File: src/rtl/md_seq_unit.sv
// md_seq_unit: sequential multiplier (radix-2 Booth) and divider (non-restoring on magnitudes), one bit per clock.
// Define MD_SEQ_REMAINDER_EN to add the data_remainder output and its remainder-correction logic.
module md_seq_unit #(
    parameter int WIDTH = 32
) (
    input  logic             clock,
    input  logic             reset_n,
    input  logic             ctrl_MULT,
    input  logic             ctrl_DIV,
    input  logic             ctrl_signed,
    input  logic [WIDTH-1:0] data_operandA,
    input  logic [WIDTH-1:0] data_operandB,
    output logic [WIDTH-1:0] data_result,
    output logic             data_exception,
    output logic             data_resultRDY,
    output logic             busy
`ifdef MD_SEQ_REMAINDER_EN
    ,
    output logic [WIDTH-1:0] data_remainder
`endif
);
    localparam int CW = $clog2(WIDTH + 1);
    localparam logic [CW-1:0] LAST_CNT = CW'(WIDTH);

    typedef enum logic [1:0] {IDLE, MUL, DIV, DONE} state_t;
    state_t state_q, state_d;

    // acc: Booth upper half / signed partial remainder; q: multiplier / dividend-then-quotient
    logic [WIDTH+1:0] acc_q, acc_d;
    logic [WIDTH-1:0] q_q, q_d;
    logic [WIDTH:0]   m_q, m_d;
    logic             q1_q, q1_d;
    logic [CW-1:0]    cnt_q, cnt_d;
    logic             sgn_q, sgn_d;
    logic             qneg_q, qneg_d;
    logic             bfix_q, bfix_d;
    logic             dz_q, dz_d;
    logic             ovf_q, ovf_d;
    logic [WIDTH-1:0] res_q, res_d;
    logic             exc_q, exc_d;
    logic             rdy_q, rdy_d;
`ifdef MD_SEQ_REMAINDER_EN
    logic             rneg_q, rneg_d;
    logic [WIDTH-1:0] dvd_q, dvd_d;
    logic [WIDTH-1:0] rem_q, rem_d;
    logic [WIDTH-1:0] rmag, rem_val;
`endif

    logic             start, finish, last;
    logic             a_neg, b_neg;
    logic [WIDTH-1:0] a_mag, b_mag;
    logic [WIDTH+1:0] m_ext, add_in, sum, mul_acc;
    logic             add_sub;
    logic [1:0]       booth;
    logic [2*WIDTH-1:0] prod;
    logic [WIDTH:0]   mul_hi;
    logic             mul_exc;
    logic [WIDTH-1:0] quo;

    assign last = (cnt_q == LAST_CNT);

    always_ff @(posedge clock or negedge reset_n) begin
        if (!reset_n) state_q <= IDLE;
        else          state_q <= state_d;
    end

    always_comb begin
        state_d = state_q;
        case (state_q)
            IDLE, DONE: state_d = start ? (ctrl_MULT ? MUL : DIV) : IDLE;
            MUL, DIV:   if (finish) state_d = DONE;
            default:    state_d = IDLE;
        endcase
    end

    always_comb begin
        busy   = 1'b0;
        start  = 1'b0;
        finish = 1'b0;
        case (state_q)
            IDLE, DONE: start = ctrl_MULT | ctrl_DIV;
            MUL: begin
                busy   = 1'b1;
                finish = last;
            end
            DIV: begin
                busy   = 1'b1;
                finish = last | dz_q;
            end
            default: ;
        endcase
    end

    always_comb begin
        a_neg = ctrl_signed & data_operandA[WIDTH-1];
        b_neg = ctrl_signed & data_operandB[WIDTH-1];
        a_mag = a_neg ? (~data_operandA + 1'b1) : data_operandA;
        b_mag = b_neg ? (~data_operandB + 1'b1) : data_operandB;

        m_ext = {m_q[WIDTH], m_q};
        booth = {q_q[0], q1_q};
        if (state_q == DIV) begin
            add_in  = {acc_q[WIDTH:0], q_q[WIDTH-1]};
            add_sub = ~acc_q[WIDTH+1];
        end else begin
            add_in  = acc_q;
            add_sub = (booth == 2'b10);
        end
        sum     = add_sub ? (add_in - m_ext) : (add_in + m_ext);
        mul_acc = (booth[1] ^ booth[0]) ? sum : acc_q;

        // Booth treats the multiplier as signed; an unsigned multiplier with MSB set needs M<<WIDTH added back
        prod    = {acc_q[WIDTH-1:0], q_q} + (bfix_q ? {m_q[WIDTH-1:0], {WIDTH{1'b0}}} : {2*WIDTH{1'b0}});
        mul_hi  = prod[2*WIDTH-1:WIDTH-1];
        mul_exc = sgn_q ? ~((&mul_hi) | ~(|mul_hi)) : (|prod[2*WIDTH-1:WIDTH]);
        quo     = qneg_q ? (~q_q + 1'b1) : q_q;
`ifdef MD_SEQ_REMAINDER_EN
        rmag    = acc_q[WIDTH+1] ? (acc_q[WIDTH-1:0] + m_q[WIDTH-1:0]) : acc_q[WIDTH-1:0];
        rem_val = rneg_q ? (~rmag + 1'b1) : rmag;
`endif
    end

    always_comb begin
        acc_d  = acc_q;
        q_d    = q_q;
        m_d    = m_q;
        q1_d   = q1_q;
        cnt_d  = cnt_q;
        sgn_d  = sgn_q;
        qneg_d = qneg_q;
        bfix_d = bfix_q;
        dz_d   = dz_q;
        ovf_d  = ovf_q;
        res_d  = res_q;
        exc_d  = exc_q;
        rdy_d  = finish;
`ifdef MD_SEQ_REMAINDER_EN
        rneg_d = rneg_q;
        dvd_d  = dvd_q;
        rem_d  = rem_q;
`endif
        if (start) begin
            acc_d  = '0;
            q1_d   = 1'b0;
            cnt_d  = '0;
            sgn_d  = ctrl_signed;
            qneg_d = a_neg ^ b_neg;
            bfix_d = ~ctrl_signed & data_operandB[WIDTH-1];
            dz_d   = (data_operandB == '0);
            ovf_d  = ctrl_signed && (data_operandA == {1'b1, {(WIDTH-1){1'b0}}})
                     && (data_operandB == {WIDTH{1'b1}});
`ifdef MD_SEQ_REMAINDER_EN
            rneg_d = a_neg;
            dvd_d  = data_operandA;
`endif
            if (ctrl_MULT) begin
                q_d = data_operandB;
                m_d = {a_neg, data_operandA};
            end else begin
                q_d = a_mag;
                m_d = {1'b0, b_mag};
            end
        end else if (finish) begin
            if (state_q == MUL) begin
                res_d = prod[WIDTH-1:0];
                exc_d = mul_exc;
`ifdef MD_SEQ_REMAINDER_EN
                rem_d = '0;
`endif
            end else if (dz_q) begin
                res_d = '0;
                exc_d = 1'b1;
`ifdef MD_SEQ_REMAINDER_EN
                rem_d = dvd_q;
`endif
            end else begin
                // MIN / -1 already yields MIN from the magnitude path; only the flag is special
                res_d = quo;
                exc_d = ovf_q;
`ifdef MD_SEQ_REMAINDER_EN
                rem_d = rem_val;
`endif
            end
        end else if (busy) begin
            cnt_d = cnt_q + 1'b1;
            if (state_q == MUL) begin
                acc_d = {mul_acc[WIDTH+1], mul_acc[WIDTH+1:1]};
                q_d   = {mul_acc[0], q_q[WIDTH-1:1]};
                q1_d  = q_q[0];
            end else begin
                acc_d = sum;
                q_d   = {q_q[WIDTH-2:0], ~sum[WIDTH+1]};
            end
        end
    end

    always_ff @(posedge clock or negedge reset_n) begin
        if (!reset_n) begin
            acc_q  <= '0;
            q_q    <= '0;
            m_q    <= '0;
            q1_q   <= 1'b0;
            cnt_q  <= '0;
            sgn_q  <= 1'b0;
            qneg_q <= 1'b0;
            bfix_q <= 1'b0;
            dz_q   <= 1'b0;
            ovf_q  <= 1'b0;
            res_q  <= '0;
            exc_q  <= 1'b0;
            rdy_q  <= 1'b0;
`ifdef MD_SEQ_REMAINDER_EN
            rneg_q <= 1'b0;
            dvd_q  <= '0;
            rem_q  <= '0;
`endif
        end else begin
            acc_q  <= acc_d;
            q_q    <= q_d;
            m_q    <= m_d;
            q1_q   <= q1_d;
            cnt_q  <= cnt_d;
            sgn_q  <= sgn_d;
            qneg_q <= qneg_d;
            bfix_q <= bfix_d;
            dz_q   <= dz_d;
            ovf_q  <= ovf_d;
            res_q  <= res_d;
            exc_q  <= exc_d;
            rdy_q  <= rdy_d;
`ifdef MD_SEQ_REMAINDER_EN
            rneg_q <= rneg_d;
            dvd_q  <= dvd_d;
            rem_q  <= rem_d;
`endif
        end
    end

    assign data_result    = res_q;
    assign data_exception = exc_q;
    assign data_resultRDY = rdy_q;
`ifdef MD_SEQ_REMAINDER_EN
    assign data_remainder = rem_q;
`endif

endmodule
File: config.mk
export PLATFORM = sky130hd
export DESIGN_NAME = md_seq_unit
export DESIGN_NICKNAME = d
export VERILOG_FILES = /design/src/rtl/md_seq_unit.sv
export SDC_FILE = /design/constraint.sdc
export NUM_CORES = 1
export LEC_CHECK = 0
export ABC_AREA = 1
export BUFFER_PORTS_ARGS = -buffer_cell sky130_fd_sc_hd__buf_2
export CORE_AREA = 2 2 181 183
export DETAILED_ROUTE_END_ITERATION = 10
export DIE_AREA = 0 0 183 185
export HOLD_SLACK_MARGIN = 0.15
export MAX_ROUTING_LAYER = met4
export PLACE_DENSITY = 0.68
export SLEW_MARGIN = 10
export SYNTH_ARGS = -nofsm -noshare
export SYNTH_HDL_FRONTEND = slang
export SYNTH_SLANG_ARGS = --single-unit
File: constraint.sdc
create_clock -name clock -period 3.9 [get_ports clock]
set_input_delay 1.17 -clock clock [delete_from_list [all_inputs] [get_ports clock]]
set_output_delay 1.17 -clock clock [all_outputs]
set_load 0.1 [all_outputs]
==> results of run 1 <==
## path summary, 6_finish.rpt
| check | startpoint | end | slack (ns) | depth (start not counted) |
|---|---|---|---|---|
| setup / recovery | m_q[0] | q_q[0] | 0.04 | 26 |
| hold / removal | data_exception | data_exception | 0.49 | 2 |
| setup reg to reg | m_q[0] | q_q[0] | 0.04 | 26 |
| hold reg to reg | data_exception | data_exception | 0.49 | 2 |
| max in group asynchronous | reset_n | q_q[11] | 2.41 | 2 |
| min in group asynchronous | reset_n | acc_q[23] | 0.60 | 1 |
## timing repair
| action | CTS | global route |
|---|---|---|
| setup buffers | 0 | 11 |
| resized for setup | 6 | 137 |
| setup endpoints to repair | 5 | 23 |
| pin swaps | 1 | 43 |
| endpoints found under the hold margin | 0 | 0 |
## area by class of cell
cell class	instances	area (sq um)	area share (%)
diodes	8	20.0	0.108
clock buffers	18	439	2.38
clock inverters	13	175	0.948
inverters	360	1360	7.35
multi-input cells	1988	10900	58.8
flip-flops and latches	147	3680	19.9
well taps	408	510	2.76
repair buffers	220	1430	7.76
## logic make-up after synthesis
kind of cell,synth area share [%]
AOI/OAI and AO/OA,20.3
buffers and inverters,10.8
xor gates and xnor gates,4.41
adders and majority gates,6.15
DFF,23.4
and+or+nand+nor,35.0
## state kept, by name, summed over array words and instances (netlist names)
name and cells:
acc_q 34, m_q 33, data_result 32, q_q 32
cnt_q 6, state_q 2, bfix_q 1, data_exception 1
data_resultRDY 1, dz_q 1, ovf_q 1, q1_q 1
qneg_q 1, sgn_q 1
## metrics by stage
step	worst slack [ns]	instance area [sq um]	util (%)	cells
6_report	0.0443	18500	57.6	3162
5_1_grt	-0.234	18500	57.6	3161
4_1_cts	-0.0183	17900	55.8	3143
3_5_place_dp	-0.219	17300	53.8	3112
3_3_place_gp	-0.220	17300	53.8	3112
2_1_floorplan	0.523	15700	-	2586
## routing by layer
| metal | routed length (um) | track usage, % | up-vias |
|---|---|---|---|
| met3 | 6250 | 6.69 | 128 |
| met1 | 27800 | 52.7 | 8755 |
| met4 | 2020 | 10.9 | 0 |
| li1 | - | - | 8893 |
| met5 | 0 | - | - |
| met2 | 27200 | 56.1 | 974 |
## synth_stat cells, types with 31 or more instances
cell	instances	area, sq um
nand2_1	703	2640
inv_1	349	1310
nor2_1	257	965
nand3_1	199	996
o21ai_0	183	916
a21oi_1	157	786
dfrtp_1	147	3680
clkbuf_1	78	293
ha_1	74	926
xor2_1	64	561
a31oi_1	41	257
nor3_1	37	185
nand4_1	31	194
## placed cells by master, fill, tap and decap left out, types with 7 or more instances in the layout
cell,synthesis,layout
a21o_1,7,7
a21oi_1,157,143
a21oi_2,3,17
a221oi_1,12,10
a22oi_1,16,15
a31oi_1,41,40
a41oi_1,10,10
buf_2,4,102
buf_4,0,113
clkbuf_16,0,17
dfrtp_1,147,146
diode_2,0,8
ha_1,74,68
inv_1,349,336
inv_2,7,16
nand2_1,703,686
nand2_2,2,16
nand3_1,199,189
nand3_2,3,10
nand3b_1,13,13
nand4_1,31,31
nor2_1,257,234
nor2_2,10,20
nor2_4,2,15
nor3_1,37,35
nor3_2,7,8
nor4_1,14,13
o211ai_1,11,11
o21ai_0,183,165
o21ai_1,17,25
o21ai_2,3,10
o21bai_1,12,11
o221ai_1,21,21
o22ai_1,18,18
xnor2_1,15,15
xor2_1,64,63
## worst register-to-register path: stages (launching register included)
cell      delay, ns
dfrtp_1        0.39
inv_2          0.07
ha_4           0.13
nand4_1        0.12
nor2_2         0.16
nand3_2        0.10
inv_2          0.09
nand3_4        0.08
nor2_4         0.13
nand4_1        0.20
buf_4          0.22
nor2_4         0.10
a41oi_1        0.12
xor2_1         0.20
ha_1           0.36
a21oi_2        0.16
o21ai_1        0.13
nand2_1        0.10
nand3_2        0.07
nor2_2         0.09
nand3_1        0.08
nand3b_1       0.17
nand2_2        0.10
nand2_2        0.05
nand2_1        0.08
nand2_1        0.07
a22oi_2        0.18
==> impl_metrics.toml, run 1 <==
[detailed_routing]
viasPerCell = 5.93
drt-wirelength-per-cell_um = 20.0
num_vias = 18750
drt_wl_total_mm = 63.3
drc = 0
drt-initial-drc-count = 2057
drt_first_pass_iters = 8
ant_nets = 0

[place]
portBuffers = 103
place.gp.congestion = 1.01
dp_hpwl_mm = 50.1

[floorplanning]
row_count = 66
pin_count = 104
dieWidth_um = 183
die_area_sq_mm = 0.0339
core_sq_mm = 0.0320
initial_utilization_pct = 49.0
die_h_um = 185

[timing]
slew_viol_final = 0
rsz0062_at_grt = "true"
clock-skew-final_ns = 0.0147
setup_viol = 0
finalSetupTns_ns = 0
max_clock_freq_mhz = 259
slew_headroom_pct = 27.0
worst_pin_slew_ns = 1.09
hold_viol = 0
period_minus_slack_ns = 3.86
finalCritPeriodShare_pct = 98.9
holdWs_ns = 0.488

[yosys]
ys_types = 60
ys_seq_area_share_pct = 23.4
syn-cell-area_sq_mm = 0.0157
async_flop_share_pct = 100
synth-edff-count = 0
syn_nets = 2731
ys_dominant_reg_cell = "dfrtp_1"
ys_warn_count = 0
synthCells = 2586
synth_seq_cells = 147
synth_area_per_cell_sq_um = 6.07

[final_layout]
fill_cells = 3296
syn_to_final_growth_pct = 17.6
final_net_count = 2879
drive_gt1_share_pct = 14.7

[critical_path]
critPathMaxFanout = 3
critPathTopFamily = "simple AND/OR/NAND/NOR gates"
worstPathRequired_ns = 4.25
path_class = "reg -> reg"
cp-start-kind = "flop"
crit_path_frequent_cell = "nand2_1"
cp-end-kind = "flop"
cp_slowest_cell = "dfrtp_1"
critPathBufInv = 3
crit_arrival_ns = 4.20
cpPeakStageDelay_ns = 0.39

[cts]
clockBufferDepth = 2
worstSkewPairLatency_ns = 0.44
cts_tree = "yes"
cts.sinks = 147
clockRootBuffer = "clkbuf_16"
clk_pin_slew_ns = 0.07
cts_hold_buf = 0
h-tree-depth = 4
cts_inserted_buffers = 17

[global_routing]
grt_pass1_vias = 16833
overflow = 0
grt_usage_pct = 37.8
grt_max_degree = 58
grt_pass1_wl_mm = 96.4
antenna_found_initial = 7

[flow_run]
max_cap_violations = 0

[worst_hold_path]
hold_class = "reg -> reg"

[status]
status = "completed"
Power of run 1 is not shown: default switching activity piles up to over one toggle a cycle in this logic, so the estimate is an artifact.
==> run 2: changes to the inputs <==
Settings changed: REMOVE_ABC_BUFFERS set to 1.
Clock period 3.9 ns to 4.75 ns, I/O delays scaled along.
==> run 2 against run 1 <==
Flip-flop and latch count unchanged. Cell count is 2.8% lower. Wire length down 8.0%. Critical path type unchanged. Largest cell class unchanged. Highest routed layer unchanged.
==> impl_metrics.toml, run 2 (synthesis gave the netlist of run 1 again) <==
[cts]
clockRootBuffer = "clkbuf_16"
clockBufferDepth = 2
cts_inserted_buffers = 17
h-tree-depth = 4
clk_pin_slew_ns = 0.06
worstSkewPairLatency_ns = 0.45
cts.sinks = 147
cts_tree = "yes"

[critical_path]
r2r_setup_slack_ns = 0.43
reg2reg_from = "m_q[2]"
crit_arrival_ns = 4.65
cp-start-kind = "flop"
crit_path_start = "m_q[2]"
critPathMaxFanout = 6
path_class = "reg -> reg"
cp-end-kind = "flop"
worstPathRequired_ns = 5.09

[timing]
holdWs_ns = 0.482
slew_viol_final = 0
finalSetupTns_ns = 0
finalCritPeriodShare_pct = 90.9
setup_slack_ns = 0.434
max_clock_freq_mhz = 232
clock-skew-final_ns = 0.0106
period_minus_slack_ns = 4.32
hold_viol = 0
setup_viol = 0
slew_headroom_pct = 41.0
rsz0062_at_grt = "false"
worst_pin_slew_ns = 0.885

[floorplanning]
core_sq_mm = 0.0320
initial_utilization_pct = 49.0
die_h_um = 185
pin_count = 104
dieWidth_um = 183
die_area_sq_mm = 0.0339
row_count = 66

[global_routing]
grt_pass1_vias = 16947
overflow = 0
grt_max_degree = 89
grt_pass1_wl_mm = 91.9
antenna_found_initial = 2
grt_usage_pct = 35.9

[detailed_routing]
drt-wirelength-per-cell_um = 18.9
route.met2.wl_mm = 27.9
drt_first_pass_iters = 8
drt_wl_total_mm = 58.2
drc = 0
wl_met1_mm = 24.3
viasPerCell = 5.79
wl_met3_mm = 3.80
ant_nets = 0
drt-initial-drc-count = 1331
highest_layer = "met4"
num_vias = 17801

[place]
pre_cts_slack_ns = 0.491
portBuffers = 103
place_area_sq_mm = 0.0167
place.gp.congestion = 1.02
dp_hpwl_mm = 45.9

[final_layout]
final_net_count = 2795
syn_to_final_growth_pct = 10.2
design_area_sq_mm = 0.0173
regMostFlops = "acc_q"
final_common_cell = "nand2_1"
final_cell_mix = "nand2_1 (703), inv_1 (347), nor2_1 (253)"
largest_register_ffs = 34
reg_top3 = "acc_q: 34 flops, m_q: 33 flops"
drive_gt1_share_pct = 8.49

[worst_hold_path]
hold_class = "reg -> reg"
min_from = "data_exception"

[status]
status = "completed"

[flow_run]
max_cap_violations = 0
-- run 2: final cells by class --
type	count	area (sq um)
Clock inverter	11	128
Sequential cell	147	3680
Tap cell	408	510
Clock buffer	21	470
Multi-Input combinational cell	1988	10400
Fill cell	3313	14700
Antenna cell	2	5.00
Timing Repair Buffer	136	795
Inverter	360	1350
-- run 2: worst paths after layout --
path | to | cells after the start
setup / recovery | acc_q[31] | 20
hold / removal | data_exception | 2
setup reg to reg | acc_q[31] | 20
hold reg to reg | data_exception | 2
max in group asynchronous | acc_q[25] | 2
min in group asynchronous | data_result[3] | 1
-- run 2: critical path: stages (launching register included) --
cell and delay [ns]:
dfrtp_1 0.48, nor3_2 0.30, nand3_1 0.17, nand3b_4 0.19
nor2_2 0.12, nand2_1 0.10, nor2_2 0.14, nand3_1 0.17
o21ai_0 0.29, xor2_1 0.24, ha_1 0.31, a21oi_1 0.24
o21ai_0 0.25, nor2_1 0.33, inv_1 0.08, a21oi_1 0.27
nand3_1 0.17, nand3_1 0.12, nand2_1 0.10, nand3_1 0.08
nand2_1 0.05
-- run 2: repair_timing --
| item | in CTS | in global routing |
|---|---|---|
| hold buffers | 0 | 0 |
| setup buffers | 0 | 2 |
| setup endpoints to repair | 0 | 2 |
| gates resized for setup | 0 | 1 |
-- run 2: metrics by stage --
stage	util, %	cells
floorplan	-	2495
global placement	52.1	3037
detailed placement	52.1	3037
CTS	53.9	3069
global route	54.0	3073
finish	54.0	3073
-- run 2: metal layers --
metal  GRT usage (%)  vias to the layer above
li1                -                     8717
met4            14.6                        0
met5               -                        -
met2            60.8                      749
met1            43.6                     8213
met3            4.48                      122
Power of run 2 is left out for the same reason.
